$ cat config.mk
export PLATFORM = sky130hd
export DESIGN_NAME = mem_arbiter_flat
export DESIGN_NICKNAME = d
export VERILOG_FILES = /design/src/rtl/mem_arb_pkg.sv /design/src/rtl/mem_arbiter_if.sv /design/src/rtl/sat_counter.sv /design/src/rtl/mem_arbiter.sv /design/src/flat_wrapper.sv
export SDC_FILE = /design/constraint.sdc
export NUM_CORES = 1
export LEC_CHECK = 0
export ABC_AREA = 1
export CAP_MARGIN = 20
export CORE_AREA = 10 10 109 111
export DETAILED_ROUTE_END_ITERATION = 6
export DIE_AREA = 0 0 119 121
export GPL_TIMING_DRIVEN = 0
export PLACE_DENSITY = 0.78
export SLEW_MARGIN = 20
export SYNTH_ARGS = -nofsm -noshare
export SYNTH_HDL_FRONTEND = slang
export SYNTH_SLANG_ARGS = --single-unit
$ cat constraint.sdc
create_clock -name clk -period 2.54 [get_ports clk]
set_input_delay 0.254 -clock clk [delete_from_list [all_inputs] [get_ports clk]]
set_output_delay 0.254 -clock clk [all_outputs]
set_load 0.01 [all_outputs]
$ cat src/rtl/mem_arb_pkg.sv
// Shared types and constants for the core/loader memory arbiter.
// Owner encoding, default bus widths and the memory read latency live here.
package mem_arb_pkg;

    typedef enum logic [1:0] {
        OWN_NONE       = 2'd0,
        OWN_CORE       = 2'd1,
        OWN_LDR        = 2'd2,
        OWN_LDR_LOCKED = 2'd3
    } owner_e;

    localparam int ADDR_W_DEF = 32;
    localparam int DATA_W_DEF = 32;
    localparam int MEM_LAT    = 1;

    // Bits needed to hold a saturating count of 0..max inclusive.
    function automatic int cnt_w(input int max);
        return (max < 1) ? 1 : $clog2(max + 1);
    endfunction

endpackage

$ cat src/rtl/mem_arbiter_if.sv
// Bundle of the core port, loader port, memory port and arbiter status.
// The arbiter uses the slave view; the environment (requesters + memory) uses master.
interface mem_arbiter_if #(
    parameter int ADDR_W = mem_arb_pkg::ADDR_W_DEF,
    parameter int DATA_W = mem_arb_pkg::DATA_W_DEF
) ();
    import mem_arb_pkg::*;

    logic              c_req;
    logic              c_we;
    logic [ADDR_W-1:0] c_addr;
    logic [DATA_W-1:0] c_wdata;
    logic              c_gnt;
    logic              c_rvalid;
    logic [DATA_W-1:0] c_rdata;

    logic              l_req;
    logic              l_we;
    logic              l_lock;
    logic [ADDR_W-1:0] l_addr;
    logic [DATA_W-1:0] l_wdata;
    logic              l_gnt;
    logic              l_rvalid;
    logic [DATA_W-1:0] l_rdata;

    logic              mem_en;
    logic              mem_we;
    logic [ADDR_W-1:0] mem_addr;
    logic [DATA_W-1:0] mem_wdata;
    logic [DATA_W-1:0] mem_rdata;

    logic              locked;
    owner_e            owner;

    modport slave (
        input  c_req, c_we, c_addr, c_wdata,
        output c_gnt, c_rvalid, c_rdata,
        input  l_req, l_we, l_lock, l_addr, l_wdata,
        output l_gnt, l_rvalid, l_rdata,
        output mem_en, mem_we, mem_addr, mem_wdata,
        input  mem_rdata,
        output locked, owner
    );

    modport master (
        output c_req, c_we, c_addr, c_wdata,
        input  c_gnt, c_rvalid, c_rdata,
        output l_req, l_we, l_lock, l_addr, l_wdata,
        input  l_gnt, l_rvalid, l_rdata,
        input  mem_en, mem_we, mem_addr, mem_wdata,
        output mem_rdata,
        input  locked, owner
    );

endinterface

$ cat src/rtl/sat_counter.sv
// Up-counter that sticks at MAX; clear beats increment, reset is sync active-low.
module sat_counter #(
    parameter int W   = 3,
    parameter int MAX = 4
) (
    input  logic         clk,
    input  logic         rst,
    input  logic         i_inc,
    input  logic         i_clr,
    output logic [W-1:0] o_cnt
);

    localparam logic [W-1:0] MAX_V = W'(MAX);

    logic [W-1:0] r_cnt;

    always_ff @(posedge clk) begin
        if (!rst || i_clr) begin
            r_cnt <= '0;
        end else if (i_inc && (r_cnt != MAX_V)) begin
            r_cnt <= r_cnt + 1'b1;
        end
    end

    assign o_cnt = r_cnt;

endmodule

$ cat src/rtl/mem_arbiter.sv
// Core-priority arbiter for the shared instruction/data memory, with a starvation
// bound for the loader and a bounded loader lock for burst program loads.
module mem_arbiter
    import mem_arb_pkg::*;
#(
    parameter int ADDR_W     = ADDR_W_DEF,
    parameter int DATA_W     = DATA_W_DEF,
    parameter int STARVE_MAX = 4,
    parameter int LOCK_MAX   = 16
) (
    input  logic          clk,
    input  logic          rst,
    mem_arbiter_if.slave  bus
);

    localparam int SW = cnt_w(STARVE_MAX);
    localparam int LW = cnt_w(LOCK_MAX);
    localparam logic [SW-1:0] STARVE_LIM = SW'(STARVE_MAX);
    localparam logic [LW-1:0] LOCK_LIM   = LW'(LOCK_MAX);

    logic [SW-1:0]     w_starve_cnt;
    logic [LW-1:0]     w_lock_cnt;
    logic              w_c_gnt;
    logic              w_l_gnt;
    logic              w_lock_drop;
    logic              w_mem_we;
    logic [ADDR_W-1:0] w_mem_addr;
    logic [DATA_W-1:0] w_mem_wdata;

    logic              r_lock_active;
    logic              r_pend_c;
    logic              r_pend_l;
    owner_e            r_owner;

    // Grant is combinational from the requests and registered counters; nothing granted in reset.
    always_comb begin
        w_c_gnt = 1'b0;
        w_l_gnt = 1'b0;
        if (rst) begin
            if (r_lock_active && (w_lock_cnt < LOCK_LIM) && bus.l_req) begin
                w_l_gnt = 1'b1;
            end else if (bus.l_req && (w_starve_cnt == STARVE_LIM)) begin
                w_l_gnt = 1'b1;
            end else if (bus.c_req) begin
                w_c_gnt = 1'b1;
            end else if (bus.l_req) begin
                w_l_gnt = 1'b1;
            end
        end
    end

    always_comb begin
        w_mem_we    = 1'b0;
        w_mem_addr  = '0;
        w_mem_wdata = '0;
        if (w_c_gnt) begin
            w_mem_we    = bus.c_we;
            w_mem_addr  = bus.c_addr;
            w_mem_wdata = bus.c_wdata;
        end else if (w_l_gnt) begin
            w_mem_we    = bus.l_we;
            w_mem_addr  = bus.l_addr;
            w_mem_wdata = bus.l_wdata;
        end
    end

    // A core grant while locked can only be the forced slot at LOCK_MAX, so it ends the lock.
    assign w_lock_drop = (w_l_gnt && !bus.l_lock) || !bus.l_req || w_c_gnt;

    sat_counter #(.W(SW), .MAX(STARVE_MAX)) u_starve_cnt (
        .clk   (clk),
        .rst   (rst),
        .i_inc (w_c_gnt && bus.l_req),
        .i_clr (w_l_gnt || !bus.l_req),
        .o_cnt (w_starve_cnt)
    );

    sat_counter #(.W(LW), .MAX(LOCK_MAX)) u_lock_cnt (
        .clk   (clk),
        .rst   (rst),
        .i_inc (w_l_gnt && bus.l_lock),
        .i_clr (w_lock_drop),
        .o_cnt (w_lock_cnt)
    );

    always_ff @(posedge clk) begin
        if (!rst) begin
            r_lock_active <= 1'b0;
            r_pend_c      <= 1'b0;
            r_pend_l      <= 1'b0;
            r_owner       <= OWN_NONE;
        end else begin
            r_pend_c <= w_c_gnt && !bus.c_we;
            r_pend_l <= w_l_gnt && !bus.l_we;
            if (w_l_gnt && bus.l_lock) begin
                r_lock_active <= 1'b1;
            end else if (w_lock_drop) begin
                r_lock_active <= 1'b0;
            end
            if (w_c_gnt) begin
                r_owner <= OWN_CORE;
            end else if (w_l_gnt) begin
                r_owner <= bus.l_lock ? OWN_LDR_LOCKED : OWN_LDR;
            end
        end
    end

    assign bus.c_gnt     = w_c_gnt;
    assign bus.l_gnt     = w_l_gnt;
    assign bus.mem_en    = w_c_gnt | w_l_gnt;
    assign bus.mem_we    = w_mem_we;
    assign bus.mem_addr  = w_mem_addr;
    assign bus.mem_wdata = w_mem_wdata;
    // Status and read-valid are forced low for the whole reset cycle, not just after the edge.
    assign bus.c_rvalid  = r_pend_c && rst;
    assign bus.l_rvalid  = r_pend_l && rst;
    assign bus.c_rdata   = bus.mem_rdata;
    assign bus.l_rdata   = bus.mem_rdata;
    assign bus.locked    = r_lock_active && rst;
    assign bus.owner     = r_owner;

endmodule

$ cat src/flat_wrapper.sv
// flat-port wrapper written by rule: the top's interface ports become plain ports
module mem_arbiter_flat import mem_arb_pkg::*;
#(
    parameter int ADDR_W     = ADDR_W_DEF,
    parameter int DATA_W     = DATA_W_DEF,
    parameter int STARVE_MAX = 4,
    parameter int LOCK_MAX   = 16
)
  (clk, rst, bus_c_req, bus_c_we, bus_c_addr, bus_c_wdata, bus_c_gnt, bus_c_rvalid, bus_c_rdata, bus_l_req, bus_l_we, bus_l_lock, bus_l_addr, bus_l_wdata, bus_l_gnt, bus_l_rvalid, bus_l_rdata, bus_mem_en, bus_mem_we, bus_mem_addr, bus_mem_wdata, bus_mem_rdata, bus_locked, bus_owner);
  mem_arbiter_if #(.ADDR_W(ADDR_W), .DATA_W(DATA_W)) bus_i ();
  input  logic clk;
  input  logic rst;
  input wire logic [$bits(bus_i.c_req)-1:0] bus_c_req;
  input wire logic [$bits(bus_i.c_we)-1:0] bus_c_we;
  input wire logic [$bits(bus_i.c_addr)-1:0] bus_c_addr;
  input wire logic [$bits(bus_i.c_wdata)-1:0] bus_c_wdata;
  output wire logic [$bits(bus_i.c_gnt)-1:0] bus_c_gnt;
  output wire logic [$bits(bus_i.c_rvalid)-1:0] bus_c_rvalid;
  output wire logic [$bits(bus_i.c_rdata)-1:0] bus_c_rdata;
  input wire logic [$bits(bus_i.l_req)-1:0] bus_l_req;
  input wire logic [$bits(bus_i.l_we)-1:0] bus_l_we;
  input wire logic [$bits(bus_i.l_lock)-1:0] bus_l_lock;
  input wire logic [$bits(bus_i.l_addr)-1:0] bus_l_addr;
  input wire logic [$bits(bus_i.l_wdata)-1:0] bus_l_wdata;
  output wire logic [$bits(bus_i.l_gnt)-1:0] bus_l_gnt;
  output wire logic [$bits(bus_i.l_rvalid)-1:0] bus_l_rvalid;
  output wire logic [$bits(bus_i.l_rdata)-1:0] bus_l_rdata;
  output wire logic [$bits(bus_i.mem_en)-1:0] bus_mem_en;
  output wire logic [$bits(bus_i.mem_we)-1:0] bus_mem_we;
  output wire logic [$bits(bus_i.mem_addr)-1:0] bus_mem_addr;
  output wire logic [$bits(bus_i.mem_wdata)-1:0] bus_mem_wdata;
  input wire logic [$bits(bus_i.mem_rdata)-1:0] bus_mem_rdata;
  output wire logic [$bits(bus_i.locked)-1:0] bus_locked;
  output wire logic [$bits(bus_i.owner)-1:0] bus_owner;
  assign bus_i.c_req = bus_c_req;
  assign bus_i.c_we = bus_c_we;
  assign bus_i.c_addr = bus_c_addr;
  assign bus_i.c_wdata = bus_c_wdata;
  assign bus_c_gnt = bus_i.c_gnt;
  assign bus_c_rvalid = bus_i.c_rvalid;
  assign bus_c_rdata = bus_i.c_rdata;
  assign bus_i.l_req = bus_l_req;
  assign bus_i.l_we = bus_l_we;
  assign bus_i.l_lock = bus_l_lock;
  assign bus_i.l_addr = bus_l_addr;
  assign bus_i.l_wdata = bus_l_wdata;
  assign bus_l_gnt = bus_i.l_gnt;
  assign bus_l_rvalid = bus_i.l_rvalid;
  assign bus_l_rdata = bus_i.l_rdata;
  assign bus_mem_en = bus_i.mem_en;
  assign bus_mem_we = bus_i.mem_we;
  assign bus_mem_addr = bus_i.mem_addr;
  assign bus_mem_wdata = bus_i.mem_wdata;
  assign bus_i.mem_rdata = bus_mem_rdata;
  assign bus_locked = bus_i.locked;
  assign bus_owner = bus_i.owner;
  mem_arbiter #(.ADDR_W(ADDR_W), .DATA_W(DATA_W), .STARVE_MAX(STARVE_MAX), .LOCK_MAX(LOCK_MAX)) u_core (.clk(clk), .rst(rst), .bus(bus_i));
endmodule
-- Word-level counts from Yosys, hierarchy flattened
Index checks and enable logic that the tools add are counted.
- input bits: 167
- word-level logic and storage cells: 61
- register bits: 13
- bitwise gates (word level): 2
- reductions and logical operators: 26
- $lt $le $gt $ge: 1
- mux-type cells: 20
- equal/unequal tests: 3
- $add $sub $neg: 2
- operators with widths (kind ; count):
    $mux 32 ; 4
    $mux 1 ; 16
    $logic_and 1x1->1 ; 13
    $add 5x1->5 const B ; 1
    $logic_not 1->1 ; 5
    $logic_or 1x1->1 ; 5
    $lt 5x5->1 const B ; 1
    $ne 5x5->1 const B ; 1
    $reduce_bool 2->1 ; 2
    $add 3x1->3 const B ; 1
    $eq 3x3->1 const B ; 1
    $ne 3x3->1 const B ; 1
    $reduce_or 2->1 ; 1
    $not 1->1 ; 1
    $or 1x1->1 ; 1

-- Logic depth before layout (Yosys ltp)
- word-level depth: 10
- depth in mapped cells: 11
- mapped depth without buffers: 9

-- By module
Synthesis repeated with hierarchy kept, for this count alone.
- cell total of the unflattened synthesis: 383
- area total of the unflattened synthesis: 2079.5 sq um
- modules (own cells, without submodules) (module ; area an instance (sq um) ; times used ; cells each):
    mem_arbiter ; 1634.1 ; 1 ; 314
    sat_counter at u_core.u_lock_cnt ; 272.8 ; 1 ; 42
    sat_counter at u_core.u_starve_cnt ; 172.7 ; 1 ; 27

-- Worst setup path before layout
OpenSTA, ideal clock, no wires.
- path kind: register -> output
- start: register u_core.u_starve_cnt.r_cnt[0] (netlist: u_core.u_starve_cnt.o_cnt[0])
- end: output port bus_mem_addr[13]
- arrival time: 1.314 ns
- stages on the path, launching flop included: 11
- slack: 0.972 ns
- cell sequence: dfxtp_1 -> inv_1 -> ha_1 -> nand2_1 -> nand3_1 -> nand2_4 -> inv_4 -> buf_8 -> buf_12 -> nand2_2 -> nand2_1
- word-level cells in the longest chain between the ends: 7
- elaborated cells on any way between the ends: 10
- ends and longest elaborated chain (element ; line ; RTL):
    start: declaration ; sat_counter.sv:15 ; logic [W-1:0] r_cnt;
    start signal: assignment ; sat_counter.sv:21 ; r_cnt <= r_cnt + 1'b1;
    $eq 3x3->1 * ; mem_arbiter.sv:42 ; end else if (bus.l_req && (w_starve_cnt == STARVE_LIM)) begin
    $logic_and 1x1->1 * ; mem_arbiter.sv:42 ;
    $mux 1 ; mem_arbiter.sv:42 ;
    $mux 1 ; mem_arbiter.sv:40 ; if (r_lock_active && (w_lock_cnt < LOCK_LIM) && bus.l_req) begin
    $mux 1 ; mem_arbiter.sv:39 ; if (rst) begin
    $mux 32 ; mem_arbiter.sv:60 ; end else if (w_l_gnt) begin
    $mux 32 * ; mem_arbiter.sv:56 ; if (w_c_gnt) begin
    end: declaration ; flat_wrapper.sv:30 ; output wire logic [$bits(bus_i.mem_addr)-1:0] bus_mem_addr;
Every way passes the cells marked *; elsewhere a longest branch is shown, timed or not.

-- Final worst setup path
- start: register u_core.u_starve_cnt.r_cnt[0] (netlist: u_core.u_starve_cnt.o_cnt[0])
- end: output port bus_mem_wdata[23]
- word-level cells in the longest chain between the ends: 7
- elaborated cells on any way between the ends: 10
- ends and longest elaborated chain (element ; line ; RTL):
    $eq 3x3->1 * ; mem_arbiter.sv:42 ;
    $logic_and 1x1->1 * ; mem_arbiter.sv:42 ;
    $mux 1 ; mem_arbiter.sv:42 ;
    $mux 1 ; mem_arbiter.sv:40 ;
    $mux 1 ; mem_arbiter.sv:39 ;
    $mux 32 ; mem_arbiter.sv:60 ;
    $mux 32 * ; mem_arbiter.sv:56 ;
    end: declaration ; flat_wrapper.sv:31 ; output wire logic [$bits(bus_i.mem_wdata)-1:0] bus_mem_wdata;
Marks and branches as above.

==> metrics.txt <==
status=completed; CTS tree=built; Setup Skew=0.00189 ns; mux share of post-synthesis cell area=0%; M1 GR Usage=15.7%; per-cell routed wire length=16.6 µm; top-area cell type share of the netlist area=37.3%; wire length of the first global-routing pass=18200 µm; CTS buffer count=3; setup TNS=0 ns; Fin. Hold Viols=0; syn_area_per_cell=5.66 µm²; Max VDD drop=0.000146 V; post-synthesis adder-cell area fraction=2.53%; fmax=422 MHz; Area Overhead vs Synth=153%; hpwl dp=11500 µm; number of synthesized flops with an enable pin=0; initial core utilization=20.5%; end-of-flow core utilization=52.1%; unrepaired setup endpoints after global routing=false; Seq/Total Area, Yosys=13.1%; GRT Total Usage=15.6%; Leak=2.98 nW; routability cong.=0.823; post-synthesis compound-gate area fraction=2.08%; ant diodes=0; largest net degree at the start of global routing=11; synthesis-stage register bit count=13; critical path class=register to output port; clk_lat worst skew=0.24 ns; Worst Path Max Fanout=10; synth warn=0; num rows=36; Slew headroom=80.8%; mapped cell area=1980 µm²; r2r setup slk=1.12 ns; Power Density=225 nW/µm²; Hold WC Path Type=input port to register; Reg2Reg Capture Point=u_core.u_starve_cnt.o_cnt[2]; critical path endpoint=bus_mem_wdata[23]; WP data required=2.29 ns; Vias per Instance=4.01; ys flop type=dfxtp_1; Die W=119 µm; met2 usage=30.6%; io pins=304; R2R cell count=10; Layout Nets=798; CP Capture Type=output port; worst slew pin tran=0.288 ns; core box area=9640 µm²; ys async rst share=0%; critical path startpoint=u_core.u_starve_cnt.o_cnt[0]; CTS H-Tree Depth=1; R2R Path Start=u_core.u_starve_cnt.o_cnt[0]; largest area contributor in the netlist=nand2_1; Initial DRC Count=146; via count=3042; gr busiest metal=met2; Post-Synth XOR/XNOR Area=1.33%; period utilization=93.3%; most common cell in the synthesized netlist=nand2_1; most instantiated cells after synthesis=nand2_1, buf_4, dfxtp_1; clk buf depth=2; CTS sink count=13; Clk pin slew, worst setup/hold paths=0.05 ns; root buffer cell=clkbuf_8; worst hold slack=0.392 ns; Crit path arrival time=2.12 ns; largest family of logic cells by synthesized area=simple AND/OR/NAND/NOR gates; Final min period=2.37 ns; Cells after Synth=350; met3 Use GR=5.40%; Synth Area in Simple Gates=46.4%; synth top area cells=nand2_1, buf_4, dfxtp_1; Detailed Route WL=12600 µm; I/O Buffers=271; Final Slew Violations=0; Mapped Nets=521; Final setup violation count=0; TritonRoute pass-1 iters=4; Worst setup SP type=register; height of the die=121 µm; vias in the first global route=3206; Max-cap violations=0; Die Area=14400 µm²; share of layout cells above drive strength 1=16.0%; Synth cell types=26; hold_buf cts=0; initial antenna violation count=0; GR Overflow Total=0; Residual DRC=0; Antenna Nets Post-Route=0; Hold Crit Start=rst
logic make-up after synthesis:
kind of cell | Yosys count
adder cells (fa/ha/maj) | 4
AND/OR/NAND/NOR | 230
flip-flops | 13
buffers and inverters | 93
XOR/XNOR | 3
AO/OA/AOI/OAI | 7
registers in the layout (all words and copies together) (netlist names):
register / count
u_core.r_pend_l: 1
u_core.r_pend_c: 1
u_core.bus.owner: 2
u_core.r_lock_active: 1
u_core.u_starve_cnt.o_cnt: 3
u_core.u_lock_cnt.o_cnt: 5
per-stage QoR:
stage                     total power [W]  instances  worst slack, ns  cell area, µm²
final                             0.00113        759            0.170            5020
after detailed placement         0.000975        754          0.00483            4860
after floorplan                  0.000474        350            0.972            1980
after global routing              0.00120        759         0.000358            5020
after global placement           0.000966        754           0.0341            4860
after CTS                         0.00115        758          0.00192            4890
worst max-delay path, stage by stage (launching register included):
cell and delay, ns:
dfxtp_1 0.35, inv_1 0.05, ha_1 0.18, nand2_1 0.08, nand2_1 0.05, nand2_1 0.08, nand3_2 0.11, inv_2 0.10
clkbuf_4 0.19, nand2_1 0.06, nand2_1 0.06, clkdlybuf4s50_1 0.55
how the worst min path moves through the flow:
stage	end	slack, ns	depth (start not counted)
floorplan	u_core.r_pend_l	0.33	1
CTS	u_core.u_starve_cnt.o_cnt[0]	0.45	1
global placement	u_core.u_starve_cnt.o_cnt[0]	0.43	1
global route	u_core.bus.owner[0]	0.42	3
finish	u_core.bus.owner[0]	0.39	3
detailed placement	u_core.u_starve_cnt.o_cnt[0]	0.44	1
layout make-up:
| type | instances | area, µm² |
|---|---|---|
| Fill cell | 932 | 4620 |
| Timing Repair Buffer | 272 | 2820 |
| Multi-Input combinational cell | 244 | 1040 |
| Buffer | 78 | 634 |
| Sequential cell | 13 | 260 |
| Tap cell | 133 | 166 |
| Inverter | 15 | 58.8 |
| Clock buffer | 4 | 45.0 |
layer usage:
layer | wire, µm | share of wire (%)
met1 | 4460 | 35
met2 | 6840 | 54
met3 | 1240 | 9.8
met4 | 41 | 0.33
met5 | 0 | 0
power breakdown:
part	leakage [nW]	internal [W]	switching, W	total [W]
Clock	0.0228	0.000110	0.0000685	0.000179
Combinational	2.86	0.000478	0.000257	0.000735
Sequential	0.106	0.000210	0.00000327	0.000213
cells in the final DEF (no fill, tap or decap), drive strengths merged:
cell / instances
clkdlybuf4s50: 219
ha: 4
dlymetal6s2s: 43
o211a: 1
a31oi: 1
xnor2: 2
a21oi: 3
or2: 1
dfxtp: 13
nor2: 13
dlygate4sd2: 9
nand4: 1
nand3: 6
inv: 14
clkinv: 1
xor2: 1
o21ai: 2
buf: 77
clkbuf: 6
nand2: 209
what timing repair did:
item | 4_1_cts | 5_1_grt
resized for setup | 9 | 46
setup endpoints to repair | 9 | 55
gates cloned | 0 | 0
setup buffers | 0 | 1
No activity file was read; power rests on OpenSTA's default activity.
